**config.mk**
```make
export PLATFORM = sky130hd
export DESIGN_NAME = fetch_insn_queue
export DESIGN_NICKNAME = d
export VERILOG_FILES = /design/src/rtl/fetch_insn_queue.sv
export SDC_FILE = /design/constraint.sdc
export NUM_CORES = 1
export LEC_CHECK = 0
export ABC_CLOCK_PERIOD_IN_PS = 11800
export BUFFER_PORTS_ARGS = -buffer_cell sky130_fd_sc_hd__buf_2
export CAP_MARGIN = 10
export CORE_ASPECT_RATIO = 0.6
export CORE_MARGIN = 2
export CORE_UTILIZATION = 39
export CTS_BUF_LIST = sky130_fd_sc_hd__clkbuf_8
export DETAILED_ROUTE_END_ITERATION = 10
export PLACE_DENSITY = 0.55
export SLEW_MARGIN = 10
export SYNTH_ARGS = -nofsm -noshare
export SYNTH_HDL_FRONTEND = slang
export SYNTH_SLANG_ARGS = --single-unit
```
**constraint.sdc**
```tcl
create_clock -name clk -period 11.8 [get_ports clk]
set_clock_uncertainty 0.2 [all_clocks]
set_input_delay 0.59 -clock clk [delete_from_list [all_inputs] [get_ports clk]]
set_output_delay 0.59 -clock clk [all_outputs]
set_load 0.1 [all_outputs]
```
**src/rtl/fetch_insn_queue.sv**
```systemverilog
// ---------------------------------------------------------------------------
// fetch_insn_queue
//
// Decoupling queue between the fetch stage and pre-decode. Each cycle it
// accepts up to FETCH_WIDTH instructions under an arbitrary lane-valid mask
// and packs them contiguously in lane order. It presents up to DECODE_WIDTH
// of the oldest entries. A flush drops every entry.
//
// Ports
//   clk, rst      clock, synchronous active-high reset
//   flush         discard all entries (front-end redirect)
//   inValid       per-lane valid mask of the fetch group, any pattern
//   inInsn        fetch lane i at [i*INSN_WIDTH +: INSN_WIDTH]
//   inPC          fetch lane i at [i*PC_WIDTH +: PC_WIDTH]
//   inPredTaken   per-lane predicted-taken bit
//   inReady       room for a full fetch group (from registered count only)
//   outValid      thermometer code, lane j valid iff count > j
//   outInsn       oldest-first instruction words
//   outPC         oldest-first PCs
//   outPredTaken  oldest-first predicted-taken bits
//   outAccept     number of output lanes consumed this cycle
//   count         current occupancy
//   protocolErr   sticky flag for enqueue-when-not-ready or over-accept
// ---------------------------------------------------------------------------
module fetch_insn_queue #(
    parameter int FETCH_WIDTH  = 2,
    parameter int DECODE_WIDTH = 2,
    parameter int DEPTH        = 8,
    parameter int INSN_WIDTH   = 32,
    parameter int PC_WIDTH     = 32
) (
    input  logic                                  clk,
    input  logic                                  rst,
    input  logic                                  flush,
    input  logic [FETCH_WIDTH-1:0]                inValid,
    input  logic [FETCH_WIDTH*INSN_WIDTH-1:0]     inInsn,
    input  logic [FETCH_WIDTH*PC_WIDTH-1:0]       inPC,
    input  logic [FETCH_WIDTH-1:0]                inPredTaken,
    output logic                                  inReady,
    output logic [DECODE_WIDTH-1:0]               outValid,
    output logic [DECODE_WIDTH*INSN_WIDTH-1:0]    outInsn,
    output logic [DECODE_WIDTH*PC_WIDTH-1:0]      outPC,
    output logic [DECODE_WIDTH-1:0]               outPredTaken,
    input  logic [$clog2(DECODE_WIDTH+1)-1:0]     outAccept,
    output logic [$clog2(DEPTH+1)-1:0]            count,
    output logic                                  protocolErr
);

    localparam int PTR_W  = $clog2(DEPTH);
    localparam int CNT_W  = $clog2(DEPTH+1);
    localparam int ACC_W  = $clog2(DECODE_WIDTH+1);
    localparam int FCNT_W = $clog2(FETCH_WIDTH+1);

    // Payload storage (not reset)
    logic [INSN_WIDTH-1:0] r_mem_insn [DEPTH];
    logic [PC_WIDTH-1:0]   r_mem_pc   [DEPTH];
    logic                  r_mem_pt   [DEPTH];

    // Control state
    logic [PTR_W-1:0] r_head;
    logic [PTR_W-1:0] r_tail;
    logic [CNT_W-1:0] r_count;
    logic             r_perr;

    logic [FCNT_W-1:0] w_lane_off [FETCH_WIDTH];
    logic [FCNT_W-1:0] w_in_pop;
    logic              w_in_ready;
    logic              w_enq;
    logic              w_enq_err;
    logic [ACC_W-1:0]  w_avail;
    logic              w_acc_err;
    logic [ACC_W-1:0]  w_deq;
    logic [PTR_W-1:0]  w_rd_idx;

    // Each valid lane lands at tail + (number of valid lanes below it),
    // which packs the group densely without any gaps.
    always_comb begin
        w_in_pop = '0;
        for (int i = 0; i < FETCH_WIDTH; i++) begin
            w_lane_off[i] = w_in_pop;
            w_in_pop      = w_in_pop + FCNT_W'(inValid[i]);
        end
    end

    // Ready looks only at the registered count, so a same-cycle dequeue
    // never creates a path from outAccept to inReady.
    assign w_in_ready = (r_count <= CNT_W'(DEPTH - FETCH_WIDTH));
    assign w_enq      = w_in_ready && !flush && (|inValid);
    assign w_enq_err  = (|inValid) && !w_in_ready && !flush;

    // Over-accept is flagged and clamped to what is actually presented.
    assign w_avail   = (r_count >= CNT_W'(DECODE_WIDTH)) ? ACC_W'(DECODE_WIDTH)
                                                          : ACC_W'(r_count);
    assign w_acc_err = (outAccept > w_avail);
    assign w_deq     = w_acc_err ? w_avail : outAccept;

    // Output lanes read straight from storage; no enqueue bypass.
    always_comb begin
        outValid     = '0;
        outInsn      = '0;
        outPC        = '0;
        outPredTaken = '0;
        w_rd_idx     = '0;
        for (int j = 0; j < DECODE_WIDTH; j++) begin
            w_rd_idx = r_head + PTR_W'(j);
            outValid[j]                          = (r_count > CNT_W'(j));
            outInsn[j*INSN_WIDTH +: INSN_WIDTH]  = r_mem_insn[w_rd_idx];
            outPC[j*PC_WIDTH +: PC_WIDTH]        = r_mem_pc[w_rd_idx];
            outPredTaken[j]                      = r_mem_pt[w_rd_idx];
        end
    end

    assign inReady     = w_in_ready;
    assign count       = r_count;
    assign protocolErr = r_perr;

    // Control registers: rst beats flush, flush beats traffic.
    always_ff @(posedge clk) begin
        if (rst) begin
            r_head  <= '0;
            r_tail  <= '0;
            r_count <= '0;
            r_perr  <= 1'b0;
        end else begin
            if (w_enq_err || w_acc_err)
                r_perr <= 1'b1;
            if (flush) begin
                r_head  <= '0;
                r_tail  <= '0;
                r_count <= '0;
            end else begin
                r_head <= r_head + PTR_W'(w_deq);
                if (w_enq)
                    r_tail <= r_tail + PTR_W'(w_in_pop);
                r_count <= r_count - CNT_W'(w_deq)
                         + (w_enq ? CNT_W'(w_in_pop) : CNT_W'(0));
            end
        end
    end

    // Payload write: only valid lanes of an accepted group.
    always_ff @(posedge clk) begin
        if (w_enq) begin
            for (int i = 0; i < FETCH_WIDTH; i++) begin
                if (inValid[i]) begin
                    r_mem_insn[r_tail + PTR_W'(w_lane_off[i])] <= inInsn[i*INSN_WIDTH +: INSN_WIDTH];
                    r_mem_pc[r_tail + PTR_W'(w_lane_off[i])]   <= inPC[i*PC_WIDTH +: PC_WIDTH];
                    r_mem_pt[r_tail + PTR_W'(w_lane_off[i])]   <= inPredTaken[i];
                end
            end
        end
    end

endmodule

```
Word level (Yosys, flattened, before mapping)
Memories as Yosys holds them, arrays and structs flattened. A register that Yosys moved wholly into a read port is not among the register bits.
Index checks and enable logic that the tools add are counted.

storage, ports and cells
  memories = 3
  register bits after elaboration = 11
  RAM bits = 520
  logic and storage cells = 40
  bits of input ports = 137

memories
  name        depth  width  read ports  clocked after memory_dff  wr ports  line  source
  r_mem_insn  8      32     2           1                         2         55    logic [INSN_WIDTH-1:0] r_mem_insn [DEPTH];
  r_mem_pc    8      32     2           1                         2         56    logic [PC_WIDTH-1:0] r_mem_pc [DEPTH];
  r_mem_pt    8      1      2           1                         2         57    logic r_mem_pt [DEPTH];

cells by class
  mux-type cells = 12
  reductions and logical operators = 9
  magnitude comparators = 5
  add/subtract/negate cells = 7

operators with widths
  cell                   count
  $mux W3                3
  $gt A4 B1 Y1 const B   2
  $add A3 B2 Y3          2
  $mux W1                6
  $mux W2                3
  $add A4 B2 Y4          1
  $ge A4 B2 Y1 const B   1
  $le A4 B3 Y1 const B   1
  $logic_and A1 B1 Y1    4
  $reduce_or A2 Y1       2
  $sub A4 B2 Y4          1
  $add A3 B1 Y3          1
  $add A3 B1 Y3 const B  1
  $add A1 B1 Y2          1
  $gt A2 B2 Y1           1
  $logic_not A1 Y1       2
  $logic_or A1 B1 Y1     1

Logic depth before layout (Yosys ltp)
Gate-level depths: netlist of run 1.

  word-level depth = 6
  gate-level depth with buffers = 16
  mapped depth without buffers = 16

Worst setup path before layout of run 1
No wires, ideal clock.

  kind = flip-flop to flip-flop
  start = register r_count[3] (netlist: count[3])
  end = memory r_mem_insn[4][0], enable pin
  arrival time = 5.036 ns
  stages on the path, launching flop included = 7
  library setup time = 0.509 ns
  buffers on the path = 1
  path slack = 6.054 ns
  cell sequence = dfxtp_1 -> inv_1 -> ha_1 -> nand3_1 -> nand3_1 -> clkbuf_1 -> a21oi_1

RTL lines
  item                    line  source
  start, declared         62    logic [CNT_W-1:0] r_count;
  start signal, assigned  135   r_count <= r_count - CNT_W'(w_deq)
  end, declared           55

Final worst setup path of run 1
  start = register r_head[1]
  end = output outInsn[34]

between the ends
  cells in the longest elaborated chain, start to end = 2

RTL lines
  item                    line  source
  start, declared         60    logic [PTR_W-1:0] r_head;
  start signal, assigned  132   r_head <= r_head + PTR_W'(w_deq);
  $add A3 B1 Y3           105   w_rd_idx = r_head + PTR_W'(j);
  $mem_v2 Z8 W32          n/a
  end, declared           41    output logic [DECODE_WIDTH*INSN_WIDTH-1:0] outInsn,

No other way between the ends.

==> qor.yml, run 1 <==
grt_pass1_wl_mm: 131.8
cts-root-buf: "clkbuf_8"
ant_nets: 0
crit_start: "r_head[1]$_SDFF_PP0_"
dp_hpwl_mm: 51.71
clock.fmax_mhz: 165.2
io_buffers: 274
final_layout_size_suffix_gt1_share_pct: 61.04
crit_required_ns: 11.01
cap_violations: 0
setup_viol: 0
worstSetupStartpointType: "register"
cts_setup_buffers: 0
drv_slew: 0
dpl.cell_count: 2936
syn-num-nets: 1850
worst_ep_arrival_time_ns: 5.26
dr.pass1.iters: 5
grt_antenna_before_repair: 20
core_um2: 79080
ys_types: 40
dieArea_um2: 81870
critical_path_class: "reg -> out"
cts_sinks: 531
numCtsBuffers: 87
fill_cells: 7006
grt_max_degree: 115
drc: 0
status: "finished, final reports clean"
max_slew_margin_pct: 27.97
ys_top_cells_by_area: "edfxtp_1 50%, mux4_2 19%, mux2_2 16%, mux2_4 4.8%, mux2_1 3.8%"
synthArstFlopShare_pct: 0
wl_per_cell_um: 29.02
num_rows: 80
grt_usage_pct: 21.92
min_path_cells: 2
avgSynthCellArea_um2: 18.32
netlist_instances: 1693
drt_iter0_drc: 1542
synth_top_area_cell: "edfxtp_1"
hold_end: "r_mem_pc[5][16]$_DFFE_PP_"
instances_no_fill: 3106
ys_ff_latch: 531
cellPowerDensity_nw_per_um2: 191.3
path_clk_slew_ns: 0.07
pin_count: 275
place.gp.congestion: 0.7743
cts_max_level: 3
wl_mm: 90.13
finalSetupTns_ns: 0
reg2regPathDepth: 8
ys_seq_area_share_pct: 51.06
vias: 18081
syn_area_um2: 31010
regToRegStartpoint: "count[3]$_SDFF_PP0_"
clk_latency_ns: 0.70
cts.repair.resized: 0
yosysWarnings: 0
ys.flop_type: "edfxtp_1"
peakVddDrop_mv: 0.3305
final_nets: 2118
period_share_pct: 51.30
multi_input_area_um2: 14460
final-seq-area_um2: 15850
grt_pass1_vias: 18988
area_growth_pct: 12.61
dieHeight_um: 222.4
yosys.area.top_type_share_pct: 50.35
fp.dieW_um: 368.1
synth_edf_count: 520
period_needed_ns: 6.053
initial_utilization_pct: 39.22
worst_slew_pin_slew_ns: 1.080
rsz0062_at_grt: "false"
r2r_slack_ns: 7.80
min_from: "inPC[48]"
p_leak_uw: 0.01187
min_path_type: "in -> reg"
finalHoldViolations: 0
ctsLongestPathBuffers: 3
cts_tree: "yes"
path_max_fanout: 59
viasPerCell: 5.821
r2r_end: "r_mem_insn[6][3]$_DFFE_PP_"
grt.overflow.total: 0
endpoint_kind: "primary output"
logic make-up after synthesis:
logic type | Yosys count | share of synthesized area, %
muxes | 911 | 43.73
AOI/OAI and AO/OA | 18 | 0.3631
buffers and inverters | 149 | 2.848
and+or+nand+nor | 58 | 0.9037
adders and majority gates | 20 | 0.9037
xor gates and xnor gates | 6 | 0.1937
DFF | 531 | 51.06
cell type report:
class | instances | area share, %
diodes | 7 | 0.05016
flip-flops and latches | 531 | 45.37
clock inverters | 73 | 0.9100
well taps | 1066 | 3.819
clock buffers | 88 | 3.468
multi-input cells | 1013 | 41.41
inverters | 16 | 0.1720
repair buffers | 312 | 4.794
cell usage in the layout, fill, tap and decap left out, drive strengths merged:
cell type,n
a211oi,1
and2b,1
a31oi,2
clkbuf,88
xor2,3
mux2,651
nand4,2
a21oi,8
mux4,260
a22oi,1
dlygate4sd3,2
xnor2,3
a41oi,1
clkinvlp,3
o211ai,1
edfxtp,520
and3,2
a21bo,1
nand2,8
o21ai,1
o22ai,1
inv,49
nand2b,3
a21o,1
fa,4
or2,3
nor2b,1
or4,1
clkinv,37
buf,310
dfxtp,11
ha,16
and2,4
diode,7
nand3,11
nor2,21
nand3b,1
sequential cells by signal, summed over array words and instances (netlist names):
name / cells
count: 4
r_head: 3
protocolErr: 1
r_tail: 3
r_mem_insn: 256
r_mem_pt: 8
r_mem_pc: 256
per-stage QoR:
stage,total power [µW],worst slack [ns],instance area (µm²),hold WS [ns],util [%]
after detailed placement,5253,6.331,33360,0.2573,42.18
after global placement,5231,6.367,33360,0.2577,42.18
after CTS,6750,5.541,34910,0.0008826,44.14
after global routing,6943,5.343,34920,0.02299,44.16
final,6681,5.747,34920,0.07078,44.16
after floorplan,4702,6.054,31010,0.3142,-
synth_stat cells (all sizes together) (4+ instances only):
master / instances
mux4: 260
edfxtp: 520
buf: 112
ha: 16
a21oi: 8
dfxtp: 11
nand3: 11
and2: 4
inv: 16
fa: 4
clkbuf: 21
nor2: 21
nand2: 8
mux2: 651
where the power goes:
group | internal, µW | switching [µW]
Sequential | 2140 | 66.8
Clock | 699 | 791
Combinational | 882 | 2100
worst max path at each step:
stage and to:
3_3_place_gp outInsn[34], 5_1_grt outInsn[33], 6_report outInsn[34], 2_1_floorplan r_mem_insn[4][0]$_DFFE_PP_, 3_5_place_dp outInsn[34], 4_1_cts outInsn[34]
worst max-delay path: stages, from the launching register on:
cell     delay [ns]
dfxtp_4        0.86
ha_4           0.58
buf_4          0.86
buf_4          0.88
mux4_2         0.60
mux2_2         0.29
buf_2          0.30
metal layers:
layer / global-route usage, % / up-vias / routed length [µm] / part of all wire (%)
met1: 31.14 / 9655 / 40530 / 45
met5: 0 / - / 146 / 0.16
met2: 33.87 / 605 / 41640 / 46
met4: 5.583 / 24 / 1924 / 2.1
li1: - / 7637 / - / -
met3: 5.236 / 160 / 5887 / 6.5
what timing repair did:
action | CTS | global route
hold buffers | 2 | 0
endpoints found under the setup margin | 0 | 0
endpoints found under the hold margin | 3 | 0
(Power assumes the default switching activity.)
==> run 2: changes to the inputs <==
--- a/config.mk
+++ b/config.mk
@@ -5,7 +5,7 @@
 export SDC_FILE = /design/constraint.sdc
 export NUM_CORES = 1
 export LEC_CHECK = 0
-export ABC_CLOCK_PERIOD_IN_PS = 11800
+export ABC_CLOCK_PERIOD_IN_PS = 5800
 export BUFFER_PORTS_ARGS = -buffer_cell sky130_fd_sc_hd__buf_2
 export CAP_MARGIN = 10
 export CORE_ASPECT_RATIO = 0.6
==> constraint.sdc (replaced) <==
create_clock -name clk -period 5.8 [get_ports clk]
set_clock_uncertainty 0.2 [all_clocks]
set_input_delay 0.29 -clock clk [delete_from_list [all_inputs] [get_ports clk]]
set_output_delay 0.29 -clock clk [all_outputs]
set_load 0.1 [all_outputs]
==> run 2 against run 1 <==
Combinational power grew 110%; clock power grew 120%; sequential share of layout area shrank 2.7 points; highest routed layer unchanged.
==> qor.yml, run 2 (synthesized netlist as in run 1, its figures left out) <==
status: "finished, final reports clean"
ant_nets: 0
cts.repair.resized: 0
instances_no_fill: 3308
grt_pass1_vias: 20172
switching_share_pct: 43.56
power_frac_comb_pct: 44.8
final_layout_size_suffix_gt1_share_pct: 55.81
wl_per_cell_um: 28.01
hold_ws_ns: 0.2553
p_leak_uw: 0.01282
ctsLongestPathBuffers: 3
placed_area_um2: 33470
drt_iter0_drc: 1420
viasPerCell: 5.726
path_max_fanout: 54
dieArea_um2: 81870
vias: 18941
place.gp.congestion: 0.7702
drc: 0
ctsHoldBuffers: 203
endpoint_kind: "primary output"
fp.dieW_um: 368.1
critical_path_class: "reg -> out"
worst_ep_arrival_time_ns: 3.95
numCtsBuffers: 87
drv_slew: 0
finalSetupTns_ns: 0
initial_utilization_pct: 39.22
mostFrequentLayoutCells: "520 x edfxtp_1, 446 x mux2_2, 274 x buf_2"
grt_usage_pct: 22.72
min_path_type: "in -> reg"
power.internal_uw: 7884
cap_violations: 0
worstSetupStartpointType: "register"
grt_max_degree: 107
p_clk_share_pct: 23.1
crit_required_ns: 5.31
cellPowerDensity_nw_per_um2: 376.1
p_switching_uw: 6085
area_growth_pct: 19.76
clk_latency_ns: 0.72
period_share_pct: 76.51
final_nets: 2327
dieHeight_um: 222.4
layout_commonest_cell: "edfxtp_1"
dr.pass1.iters: 5
pin_count: 275
clock.fmax_mhz: 225.4
wl_mm: 92.67
dpl.cell_count: 2944
worst_slew_pin_slew_ns: 1.214
io_buffers: 274
pre_cts_ws_ns: 2.032
fill_cells: 6924
fin_ws_ns: 1.362
path_clk_slew_ns: 0.06
period_needed_ns: 4.438
dp_hpwl_mm: 52.73
grt.overflow.total: 0
cts_sinks: 531
stdcell_area_um2: 37140
max_slew_margin_pct: 19.05
cts_setup_buffers: 0
cts_tree: "yes"
setup_viol: 0
peakVddDrop_mv: 0.5513
cts-root-buf: "clkbuf_8"
grt_antenna_before_repair: 7
finalHoldViolations: 0
num_rows: 80
core_um2: 79080
rsz0062_at_grt: "false"
seq_power_share_pct: 32.0
cts_max_level: 3
grt_pass1_wl_mm: 136.9
-- run 2: power groups by stage --
stage          registers (µW)  logic [µW]  clock network (µW)
2_1_floorplan            4600        4960                   0
3_3_place_gp             4550        6140                   0
3_5_place_dp             4550        6170                   0
4_1_cts                  4470        6330                3320
5_1_grt                  4490        6550                3490
6_report                 4480        6260                3230
-- run 2: worst max-delay path, stage by stage (launching register included) --
cell and delay, ns:
dfxtp_4 0.65, buf_4 0.51, buf_4 0.77, mux4_2 0.60, mux2_2 0.33, buf_2 0.31
-- run 2: stage by stage --
stage	util [%]	total power (µW)
6_report	46.97	13970
4_1_cts	46.96	14120
3_5_place_dp	42.33	10730
5_1_grt	46.97	14520
2_1_floorplan	-	9565
3_3_place_gp	42.33	10690
-- run 2: path summary, 6_finish.rpt --
kind / startpoint / end / slack (ns) / depth (start not counted)
max: r_head[0]$_SDFF_PP0_ / outPC[56] / 1.36 / 5
min reg2reg: r_tail[0]$_SDFFE_PP0N_ / r_tail[0]$_SDFFE_PP0N_ / 0.38 / 2
max reg2reg: count[3]$_SDFF_PP0_ / r_mem_insn[6][0]$_DFFE_PP_ / 1.53 / 9
min: inInsn[48] / r_mem_insn[5][16]$_DFFE_PP_ / 0.26 / 3
-- run 2: area by class of cell --
type,count,area [µm²],share of cell area (%)
Sequential cell,531,15850,42.67
Multi-Input combinational cell,1013,14450,38.92
Timing Repair Buffer,521,3809,10.25
Tap cell,1066,1334,3.591
Clock buffer,89,1225,3.298
Clock inverter,68,402.9,1.085
Inverter,16,60.06,0.1617
Antenna cell,4,10.01,0.02695
-- run 2: per-layer routing --
metal,part of all wire (%),routed length [µm],up-vias,global-route usage (%)
met2,47,43740,588,35.82
met5,0.053,49,-,0
met1,45,41720,10139,32.30
li1,-,-,8051,-
met4,1.9,1762,8,5.161
met3,5.8,5401,155,4.810
